<file path="src/rtl/ocp_pkg.sv">
// ocp_pkg: channel state encoding and counter sizing shared by the overcurrent guard
package ocp_pkg;
   typedef enum logic [1:0] {ST_ARMED, ST_COUNTING, ST_TRIPPED, ST_LOCKED} ch_state_t;
   function automatic int cnt_w(input int limit);
      return (limit < 1) ? 1 : $clog2(limit + 1);
   endfunction
endpackage

</file>
<file path="src/rtl/ocp_channel.sv">
// ocp_channel: one channel's trip/debounce/cooldown/lockout state machine
module ocp_channel
   import ocp_pkg::*;
#(
   parameter int unsigned WIDTH         = 12,
   parameter logic [WIDTH-1:0] TRIP_LEVEL    = 12'd2500,
   parameter logic [WIDTH-1:0] RELEASE_LEVEL = 12'd2300,
   parameter int unsigned TRIP_SAMPLES  = 8,
   parameter int unsigned RETRY_CYCLES  = 1000,
   parameter int unsigned MAX_RETRIES   = 3
) (
   input  logic             clk,
   input  logic             rst_n,
   input  logic             sample_valid,
   input  logic [WIDTH-1:0] sample,
   input  logic             fault_clr,
   output logic             enable_out,
   output logic             fault_latched,
   output logic             trip_pulse
);
   localparam int CW = cnt_w(TRIP_SAMPLES);
   localparam int KW = cnt_w(RETRY_CYCLES);
   localparam int RW = cnt_w(MAX_RETRIES);
   localparam logic [CW-1:0] TS      = CW'(TRIP_SAMPLES);
   localparam logic [KW-1:0] RC_LAST = KW'(RETRY_CYCLES - 1);
   localparam logic [RW-1:0] MR      = RW'(MAX_RETRIES);
   ch_state_t     state_q, state_d;
   logic [CW-1:0] cnt_q, cnt_d;
   logic [KW-1:0] cool_q, cool_d;
   logic [RW-1:0] retry_q, retry_d;
   logic          pulse_q, pulse_d;
   always_comb begin
      state_d = state_q;
      cnt_d   = cnt_q;
      cool_d  = '0;
      retry_d = retry_q;
      case (state_q)
         ST_ARMED, ST_COUNTING: begin
            if (fault_clr) retry_d = '0;
            if (sample_valid) begin
               if (sample >= TRIP_LEVEL) begin
                  state_d = (cnt_q + 1'b1 == TS) ? ST_TRIPPED : ST_COUNTING;
                  cnt_d   = (cnt_q + 1'b1 == TS) ? '0 : cnt_q + 1'b1;
               end else if (sample < RELEASE_LEVEL) begin
                  state_d = ST_ARMED;
                  cnt_d   = '0;
               end
            end
         end
         ST_TRIPPED: begin
            cool_d = cool_q + 1'b1;
            // a clear request beats both re-arm and lockout on the expiry edge
            if (fault_clr) begin
               state_d = ST_ARMED;
               retry_d = '0;
            end else if (cool_q == RC_LAST) begin
               state_d = (retry_q < MR) ? ST_ARMED : ST_LOCKED;
               retry_d = (retry_q < MR) ? retry_q + 1'b1 : retry_q;
            end
         end
         default: begin
            state_d = fault_clr ? ST_ARMED : ST_LOCKED;
            retry_d = fault_clr ? '0 : retry_q;
         end
      endcase
      pulse_d = (state_d == ST_TRIPPED) && (state_q != ST_TRIPPED);
   end
   always_ff @(posedge clk or negedge rst_n) begin
      if (!rst_n) begin
         state_q <= ST_ARMED;
         cnt_q   <= '0;
         cool_q  <= '0;
         retry_q <= '0;
         pulse_q <= 1'b0;
      end else begin
         state_q <= state_d;
         cnt_q   <= cnt_d;
         cool_q  <= cool_d;
         retry_q <= retry_d;
         pulse_q <= pulse_d;
      end
   end
   assign enable_out    = (state_q == ST_ARMED) || (state_q == ST_COUNTING);
   assign fault_latched = (state_q == ST_LOCKED);
   assign trip_pulse    = pulse_q;
endmodule

</file>
<file path="src/rtl/overcurrent_guard.sv">
// overcurrent_guard: N_CH independent overcurrent trip channels between ADC samples and power enables
module overcurrent_guard
   import ocp_pkg::*;
#(
   parameter int unsigned N_CH          = 4,
   parameter int unsigned WIDTH         = 12,
   parameter logic [WIDTH-1:0] TRIP_LEVEL    = 12'd2500,
   parameter logic [WIDTH-1:0] RELEASE_LEVEL = 12'd2300,
   parameter int unsigned TRIP_SAMPLES  = 8,
   parameter int unsigned RETRY_CYCLES  = 1000,
   parameter int unsigned MAX_RETRIES   = 3
) (
   input  logic                  clk,
   input  logic                  rst_n,
   input  logic [N_CH-1:0]       sample_valid,
   input  logic [N_CH*WIDTH-1:0] current_in,
   input  logic [N_CH-1:0]       fault_clr,
   output logic [N_CH-1:0]       enable_out,
   output logic [N_CH-1:0]       fault_latched,
   output logic [N_CH-1:0]       trip_pulse
);
   if (RELEASE_LEVEL > TRIP_LEVEL) begin : g_bad_release
      $error("RELEASE_LEVEL must not exceed TRIP_LEVEL");
   end
   if (TRIP_SAMPLES < 1) begin : g_bad_samples
      $error("TRIP_SAMPLES must be at least 1");
   end
   if (RETRY_CYCLES < 1) begin : g_bad_retry
      $error("RETRY_CYCLES must be at least 1");
   end
   for (genvar g = 0; g < N_CH; g++) begin : g_ch
      ocp_channel #(
         .WIDTH(WIDTH), .TRIP_LEVEL(TRIP_LEVEL), .RELEASE_LEVEL(RELEASE_LEVEL),
         .TRIP_SAMPLES(TRIP_SAMPLES), .RETRY_CYCLES(RETRY_CYCLES), .MAX_RETRIES(MAX_RETRIES)
      ) u_ch (
         .clk(clk),
         .rst_n(rst_n),
         .sample_valid(sample_valid[g]),
         .sample(current_in[g*WIDTH +: WIDTH]),
         .fault_clr(fault_clr[g]),
         .enable_out(enable_out[g]),
         .fault_latched(fault_latched[g]),
         .trip_pulse(trip_pulse[g])
      );
   end
endmodule
</file>
<file path="config.mk">
export PLATFORM = sky130hd
export DESIGN_NAME = overcurrent_guard
export DESIGN_NICKNAME = d
export VERILOG_FILES = /design/src/rtl/ocp_pkg.sv /design/src/rtl/ocp_channel.sv /design/src/rtl/overcurrent_guard.sv
export SDC_FILE = /design/constraint.sdc
export NUM_CORES = 1
export LEC_CHECK = 0
export CAP_MARGIN = 10
export CORE_MARGIN = 5
export CORE_UTILIZATION = 40
export CTS_CLUSTER_SIZE = 40
export DETAILED_ROUTE_END_ITERATION = 7
export SLEW_MARGIN = 30
export SYNTH_ARGS = -nofsm -noshare
export SYNTH_HDL_FRONTEND = slang
export SYNTH_SLANG_ARGS = --single-unit
</file>
<file path="constraint.sdc">
create_clock -name clk -period 3.8 [get_ports clk]
set_clock_uncertainty 0.15 [all_clocks]
set_input_delay 0.57 -clock clk [delete_from_list [all_inputs] [get_ports clk]]
set_output_delay 0.57 -clock clk [all_outputs]
set_load 0.005 [all_outputs]
</file>
==> results of run 1 <==
cells in the final DEF, fill, tap and decap left out, types with 4 or more instances in the layout:
cell             instances
xor2_1                  11
a31oi_1                  5
a21boi_0                 6
nand3_1                 20
or3_1                   13
nor4_1                   7
inv_1                   26
nand4_1                 11
nand2_1                 20
nand4b_1                 4
and3_1                   8
dfrtp_1                 76
a22o_1                   4
nor2b_1                  7
a21oi_1                 13
nor3_1                   8
and3b_1                  5
xnor2_1                 16
clkbuf_8                10
o211ai_1                 5
clkdlybuf4s50_1         60
o21ai_0                 28
ha_1                    12
nor2_1                  48
power groups by stage:
| stage | Sequential (mW) | Clock [mW] | Combinational (mW) |
|---|---|---|---|
| global route | 0.863 | 0.687 | 0.191 |
| CTS | 0.857 | 0.651 | 0.172 |
| floorplan | 0.867 | 0 | 0.0799 |
| finish | 0.858 | 0.630 | 0.170 |
| detailed placement | 0.873 | 0 | 0.172 |
| global placement | 0.872 | 0 | 0.166 |
cell usage after synthesis (all sizes together), types with 7 or more instances:
cell type  instances  area, um^2
buf               12       90.09
or3               13       81.33
nor2              48       180.2
nor4               7       43.79
o21ai             28       140.1
xor2              11       96.34
nand2             20       75.07
inv               26       97.59
nor3               8       40.04
xnor2             16       140.1
ha                12       150.1
a21oi             13       65.06
nand3             20       100.1
dfrtp             76        1902
and3               8       50.05
nor2b              7       43.79
nand4             11       68.82
final cells by class:
class,count,area share (%)
multi-input cells,304,39.56
flip-flops and latches,76,38.37
repair buffers,62,12.67
well taps,133,3.358
clock buffers,11,2.853
inverters,26,1.969
clock inverters,5,1.212
registers in the layout, summed over array words and instances, names as in the netlist:
register,count
g_ch.u_ch.cool_q,40
g_ch.u_ch.cnt_q,16
g_ch.u_ch.retry_q,8
g_ch.u_ch.state_q,8
g_ch.u_ch.trip_pulse,4
metal layers:
| metal | GRT usage, % | share of wire [%] |
|---|---|---|
| met1 | 18.19 | 50 |
| met2 | 21.16 | 46 |
| met3 | 3.275 | 3.6 |
| met4 | 4.433 | 0.94 |
| met5 | 0 | 0 |
worst register-to-register path, delay by kind of cell, from the launching register on:
kind                     cells  cell delay [ns]
AND/OR/NAND/NOR              3             1.10
adder cells (fa/ha/maj)      1             0.25
AO/OA/AOI/OAI                1             0.15
flip-flops                   1             0.39
cells by family after synthesis:
logic type,Yosys count,synth area share [%]
multiplexers,4,1.016
AO/OA/AOI/OAI,88,14.41
adder cells (fa/ha/maj),12,3.693
AND/OR/NAND/NOR,173,23.30
flip-flops,76,46.78
buffers and inverters,42,4.986
XOR/XNOR,27,5.817
worst max path at each step:
| stage | from | end | slack, ns | cells past startpoint |
|---|---|---|---|---|
| finish | g_ch[3].u_ch.state_q[1] | fault_latched[3] | 1.60 | 3 |
| global route | g_ch[3].u_ch.state_q[1] | fault_latched[3] | 1.46 | 3 |
| CTS | g_ch[3].u_ch.state_q[1] | fault_latched[3] | 1.56 | 3 |
| detailed placement | current_in[32] | g_ch[2].u_ch.state_q[0] | 1.34 | 5 |
| global placement | current_in[32] | g_ch[2].u_ch.state_q[0] | 1.36 | 5 |
| floorplan | current_in[34] | g_ch[2].u_ch.state_q[0] | 1.83 | 4 |
stage by stage:
stage               std cells  hold slack, ns  worst slack (ns)
global route              617         0.09724             1.461
global placement          600          0.3038             1.356
CTS                       617         0.07880             1.563
detailed placement        601          0.3067             1.341
floorplan                 422          0.1244             1.829
finish                    617         0.05945             1.601
==> results.tsv, run 1 <==
stage	metric	value	unit
clocking	cts_tree	done	
worst_setup_path	r2r_slack	1.69	ns
place	io_buffers	61	
clocking	ctsResizeCount	0	
pwr	intPower	1.251	mW
detailed_routing	totalWireLength	7843	um
die	die_y	110.8	um
clocking	htree_num_levels	3	
die	start_util	41.21	%
finish	fin_area	0.004956	mm^2
clocking	post_cts_buffers	0	
die	ioPinCount	70	
sta	slew_violations	0	
clocking	clockRootBuffer	clkbuf_8	
yosys	synth_seq_cells	76	
sta	tightest_slew	0.5858	ns
finish	nNetsFinal	549	
die	dieArea	0.01228	mm^2
finish	num_antenna_cells	0	
worst_setup_path	crit_path_end_kind	output port	
yosys	async_reset_ff_share	100.0	%
sta	tns	0	ns
finish	utilization	50.24	%
pwr	combPwrFrac	10.2	%
place	place_area	0.004755	mm^2
place	hpwlAfterDp	5781	um
yosys	ys_warn_count	0	
detailed_routing	wl_per_cell	12.71	um
place	gp_congestion	0.7635	
worst_setup_path	cp.required	3.08	ns
worst_setup_path	arrival	1.48	ns
worst_setup_path	worst_setup_path_start_kind	register	
yosys	syn-num-nets	492	
clocking	cts_sinks	76	
finish	multi_input_area	0.001961	mm^2
pwr	clkPwrFrac	38.0	%
global_route	grt_usage	13.44	%
yosys	synth_enable_flop_cells	0	
die	coreArea	0.009864	mm^2
sta	slew_headroom	60.53	%
sta	fmax	0.4548	GHz
worst_setup_path	worst_r2r_endpoint	g_ch[1].u_ch.retry_q[0]	
finish	fillCellCount	929	
worst_setup_path	cpMaxStageDelayCell	clkdlybuf4s50_1	
sta	min_period	2.199	ns
worst_setup_path	r2r_cells	5	
worst_setup_path	path_delay_family	buffers and inverters	
yosys	synth_flop_cell	dfrtp_1	
detailed_routing	drt_iter0_drc	144	
clocking	clk_latency	0.35	ns
yosys	ys_types	55	
detailed_routing	drc_errors	0	
die	die_x	110.8	um
detailed_routing	vias_per_cell	5.238	
worst_setup_path	cpPeakStageDelay	0.50	ns
sta	hold_viol	0	
worst_setup_path	r2r_start	g_ch[1].u_ch.cool_q[0]	
run	cap_viol_max_count	0	
finish	seq_area	0.001902	mm^2
worst_setup_path	critPathKind	register to output port	
detailed_routing	ant_nets	0	
sta	finalSetupViolations	0	
worst_setup_path	crit_chain	inv_1, nor2_1, clkdlybuf4s50_1	
pwr	switching_share	24.52	%
pwr	power_density	334.4	mW/mm^2
yosys	syn-cell-area	0.004065	mm^2
global_route	grt.overflow.total	0	
die	rows	36	
pwr	p_sw	0.4064	mW
outcome	status	completed	
finish	syn_to_final_growth	21.91	%
clocking	clkTransAtPathRegs	0.09	ns
min_path	hp-class	input port to async pin	
global_route	grt_max_degree	45	
sta	period_share	57.87	%
finish	drive_above_1_share	4.959	%
yosys	syn-instance-count	422	
pwr	power	1.657	mW
clocking	cts_buffers	9	
pwr	ir_drop	155.7	uV
clocking	holdBufCountCts	0	
pwr	p_leak	2.004	nW
yosys	ys_seq_area_share	46.78	%
worst_setup_path	cp_num_buf_inv	2	
worst_setup_path	critPathMaxFanout	6	
clocking	cts_buffer_depth	2	
global_route	grt_pass1_vias	3181	
global_route	grt_pass1_wl	14120	um
pwr	seq_power_share	51.8	%
global_route	antenna_found_initial	0	
yosys	syn_area_per_cell	9.633	um^2
detailed_routing	dr.pass1.iters	4	
detailed_routing	vias	3232	
sta	rsz0062_at_grt	false	
(Power assumes the default switching activity.)
==> inputs of run 2 (changes only) <==
--- a/config.mk
+++ b/config.mk
@@ -10,6 +10,7 @@
 export CORE_UTILIZATION = 40
 export CTS_CLUSTER_SIZE = 40
 export DETAILED_ROUTE_END_ITERATION = 7
+export PLACE_DENSITY = 0.66
 export SLEW_MARGIN = 30
 export SYNTH_ARGS = -nofsm -noshare
 export SYNTH_HDL_FRONTEND = slang
==> constraint.sdc (replaced) <==
create_clock -name clk -period 1.85 [get_ports clk]
set_clock_uncertainty 0.15 [all_clocks]
set_input_delay 0.2775 -clock clk [delete_from_list [all_inputs] [get_ports clk]]
set_output_delay 0.2775 -clock clk [all_outputs]
set_load 0.005 [all_outputs]
==> run 2 against run 1 <==
  * The flow now finishes with violations (negative setup slack)
  * Clock power rose by 120%
  * Sequential share of layout area fell by 3.6 points
  * Via count rose by 8.3%
  * Routed wire length rose by 11%
  * Sequential power rose by 110%
  * Cell count rose by 9.6%
  * Non-clock buffer count rose by 59
  * Critical path depth rose by 2
  * Largest cell class unchanged
  * Cell area rose by 10%
  * Critical path type is now register to register
  * Global-route usage rose by 0.91 points
==> results.tsv, run 2 (same netlist as run 1, synthesis figures left out) <==
stage	metric	value	unit
clocking	clockRootBuffer	clkbuf_8	
global_route	grt_pass1_vias	3563	
clocking	clkTransAtPathRegs	0.08	ns
die	die_y	110.8	um
clocking	htree_num_levels	3	
sta	period_share	102.7	%
finish	reg.largest.list	g_ch.u_ch.cool_q x40, g_ch.u_ch.cnt_q x16	
finish	num_antenna_cells	0	
global_route	grt.overflow.total	0	
finish	largest_register_ffs	40	
detailed_routing	drc_errors	0	
sta	fmax	0.5265	GHz
worst_setup_path	cp.required	1.99	ns
run	cap_viol_max_count	0	
worst_setup_path	critPathKind	register to register	
worst_setup_path	cpMaxStageDelayCell	or4_4	
sta	min_period	1.899	ns
place	io_buffers	61	
finish	drive_above_1_share	18.05	%
finish	mostFrequentLayoutCells	dfrtp_1 (76), buf_4 (59), clkdlybuf4s50_1 (55), nor2_1 (48), o21ai_0 (25)	
global_route	grt_pass1_wl	15100	um
detailed_routing	vias	3499	
detailed_routing	vias_per_cell	5.176	
sta	hold_viol	0	
pwr	ir_drop	316.7	uV
worst_setup_path	worst_setup_path_start_kind	register	
sta	slew_headroom	65.37	%
place	place_area	0.005082	mm^2
detailed_routing	drt_iter0_drc	136	
sta	tightest_slew	0.5149	ns
die	coreArea	0.009864	mm^2
sta	timing.final.ws_setup	-0.04949	ns
die	die_x	110.8	um
worst_setup_path	cpPeakStageDelay	0.47	ns
global_route	grt_usage	14.35	%
place	gp_congestion	0.8037	
die	start_util	41.21	%
finish	utilization	55.47	%
place	hpwlAfterDp	6458	um
sta	rsz0062_at_grt	true	
pwr	power_density	645.8	mW/mm^2
global_route	antenna_found_initial	0	
finish	nNetsFinal	608	
worst_setup_path	crit_path_end_kind	register	
pwr	power	3.534	mW
worst_setup_path	critPathMaxFanout	5	
sta	slew_violations	0	
sta	finalSetupViolations	5	
finish	final_common_cell	dfrtp_1	
die	ioPinCount	70	
worst_setup_path	arrival	2.04	ns
clocking	cts_tree	done	
clocking	cts_buffer_depth	2	
detailed_routing	totalWireLength	8708	um
finish	regMostFlops	g_ch.u_ch.cool_q	
detailed_routing	dr.pass1.iters	4	
clocking	cts_buffers	9	
finish	syn_to_final_growth	34.60	%
clocking	clk_latency	0.36	ns
pwr	p_leak	2.319	nW
detailed_routing	wl_per_cell	12.88	um
outcome	violations	negative setup slack	
finish	fin_area	0.005472	mm^2
die	dieArea	0.01228	mm^2
sta	hold_ws	0.2040	ns
clocking	cts_sinks	76	
detailed_routing	ant_nets	0	
global_route	grt_max_degree	40	
min_path	hp-class	input port to async pin	
place	placed_cells	644	
worst_setup_path	crit_chain	ha_2, nand4b_1, or4_4, or3_1, a21oi_1	
finish	final_cells	676	
outcome	status	finished with violations	
die	rows	36	
run 2: changes by cell type in the layout (fill, tap and decap cells not counted), sizes merged, moves of 2 or more:
cell           previous run  this run
buf                       2        60
clkdlybuf4s50            60        55
dlygate4sd2               0         5
clkinv                    2         4
run 2: routing by layer:
metal	vias to the layer above	wire, um	GRT usage (%)
li1	1755	-	-
met1	1680	3958	17.74
met3	12	291	3.166
met5	-	0	0
met4	0	135	5.501
met2	52	4323	24.43
run 2: path summary, 6_finish.rpt:
kind / start / endpoint / slack (ns) / depth (start not counted)
worst max-delay path: g_ch[2].u_ch.cool_q[0] / g_ch[2].u_ch.retry_q[0] / -0.05 / 5
worst min-delay path: rst_n / g_ch[0].u_ch.retry_q[0] / 0.20 / 2
worst max register to register: g_ch[2].u_ch.cool_q[0] / g_ch[2].u_ch.retry_q[0] / -0.05 / 5
worst min register to register: g_ch[3].u_ch.cool_q[0] / g_ch[3].u_ch.cool_q[0] / 0.38 / 2
max in group asynchronous: rst_n / g_ch[0].u_ch.cool_q[7] / 0.81 / 3
min in group clk: fault_clr[2] / g_ch[2].u_ch.retry_q[0] / 0.37 / 2
run 2: area by class of cell:
type | instances | area, um^2
timing repair buffer | 121 | 1067
clock buffer | 10 | 137.6
clock inverter | 6 | 87.58
fill | 874 | 4393
tap | 133 | 166.4
sequential | 76 | 1902
multi-input combinational | 304 | 2013
inverter | 26 | 97.59
run 2: power by group:
group | internal, mW | total [mW] | leakage [nW] | switching, mW
sequential | 1.71 | 1.76 | 1.05 | 0.0520
clock | 0.796 | 1.41 | 0.116 | 0.612
combinational | 0.207 | 0.365 | 1.15 | 0.159
total | 2.71 | 3.53 | 2.32 | 0.822
run 2: critical path, delay by kind of cell (launching register included):
kind                     cells  cell delay, ns
flip-flops                   1            0.37
AO/OA/AOI/OAI                1            0.14
adder cells (fa/ha/maj)      1            0.18
AND/OR/NAND/NOR              3            0.98
run 2: per-stage QoR:
stage | setup TNS [ns] | setup WS (ns)
after detailed placement | -4.309 | -0.3305
after global routing | -0.6286 | -0.1430
after floorplan | -0.1496 | -0.06082
after global placement | -3.530 | -0.2962
after CTS | -0.1276 | -0.03632
final | -0.1723 | -0.04949
run 2: timing repair:
| action | CTS | global route |
|---|---|---|
| pin swaps | 2 | 8 |
| setup buffers | 10 | 5 |
| resized for setup | 7 | 15 |
| endpoints found under the setup margin | 14 | 12 |
| hold buffers | 1 | 0 |
| endpoints found under the hold margin | 22 | 0 |
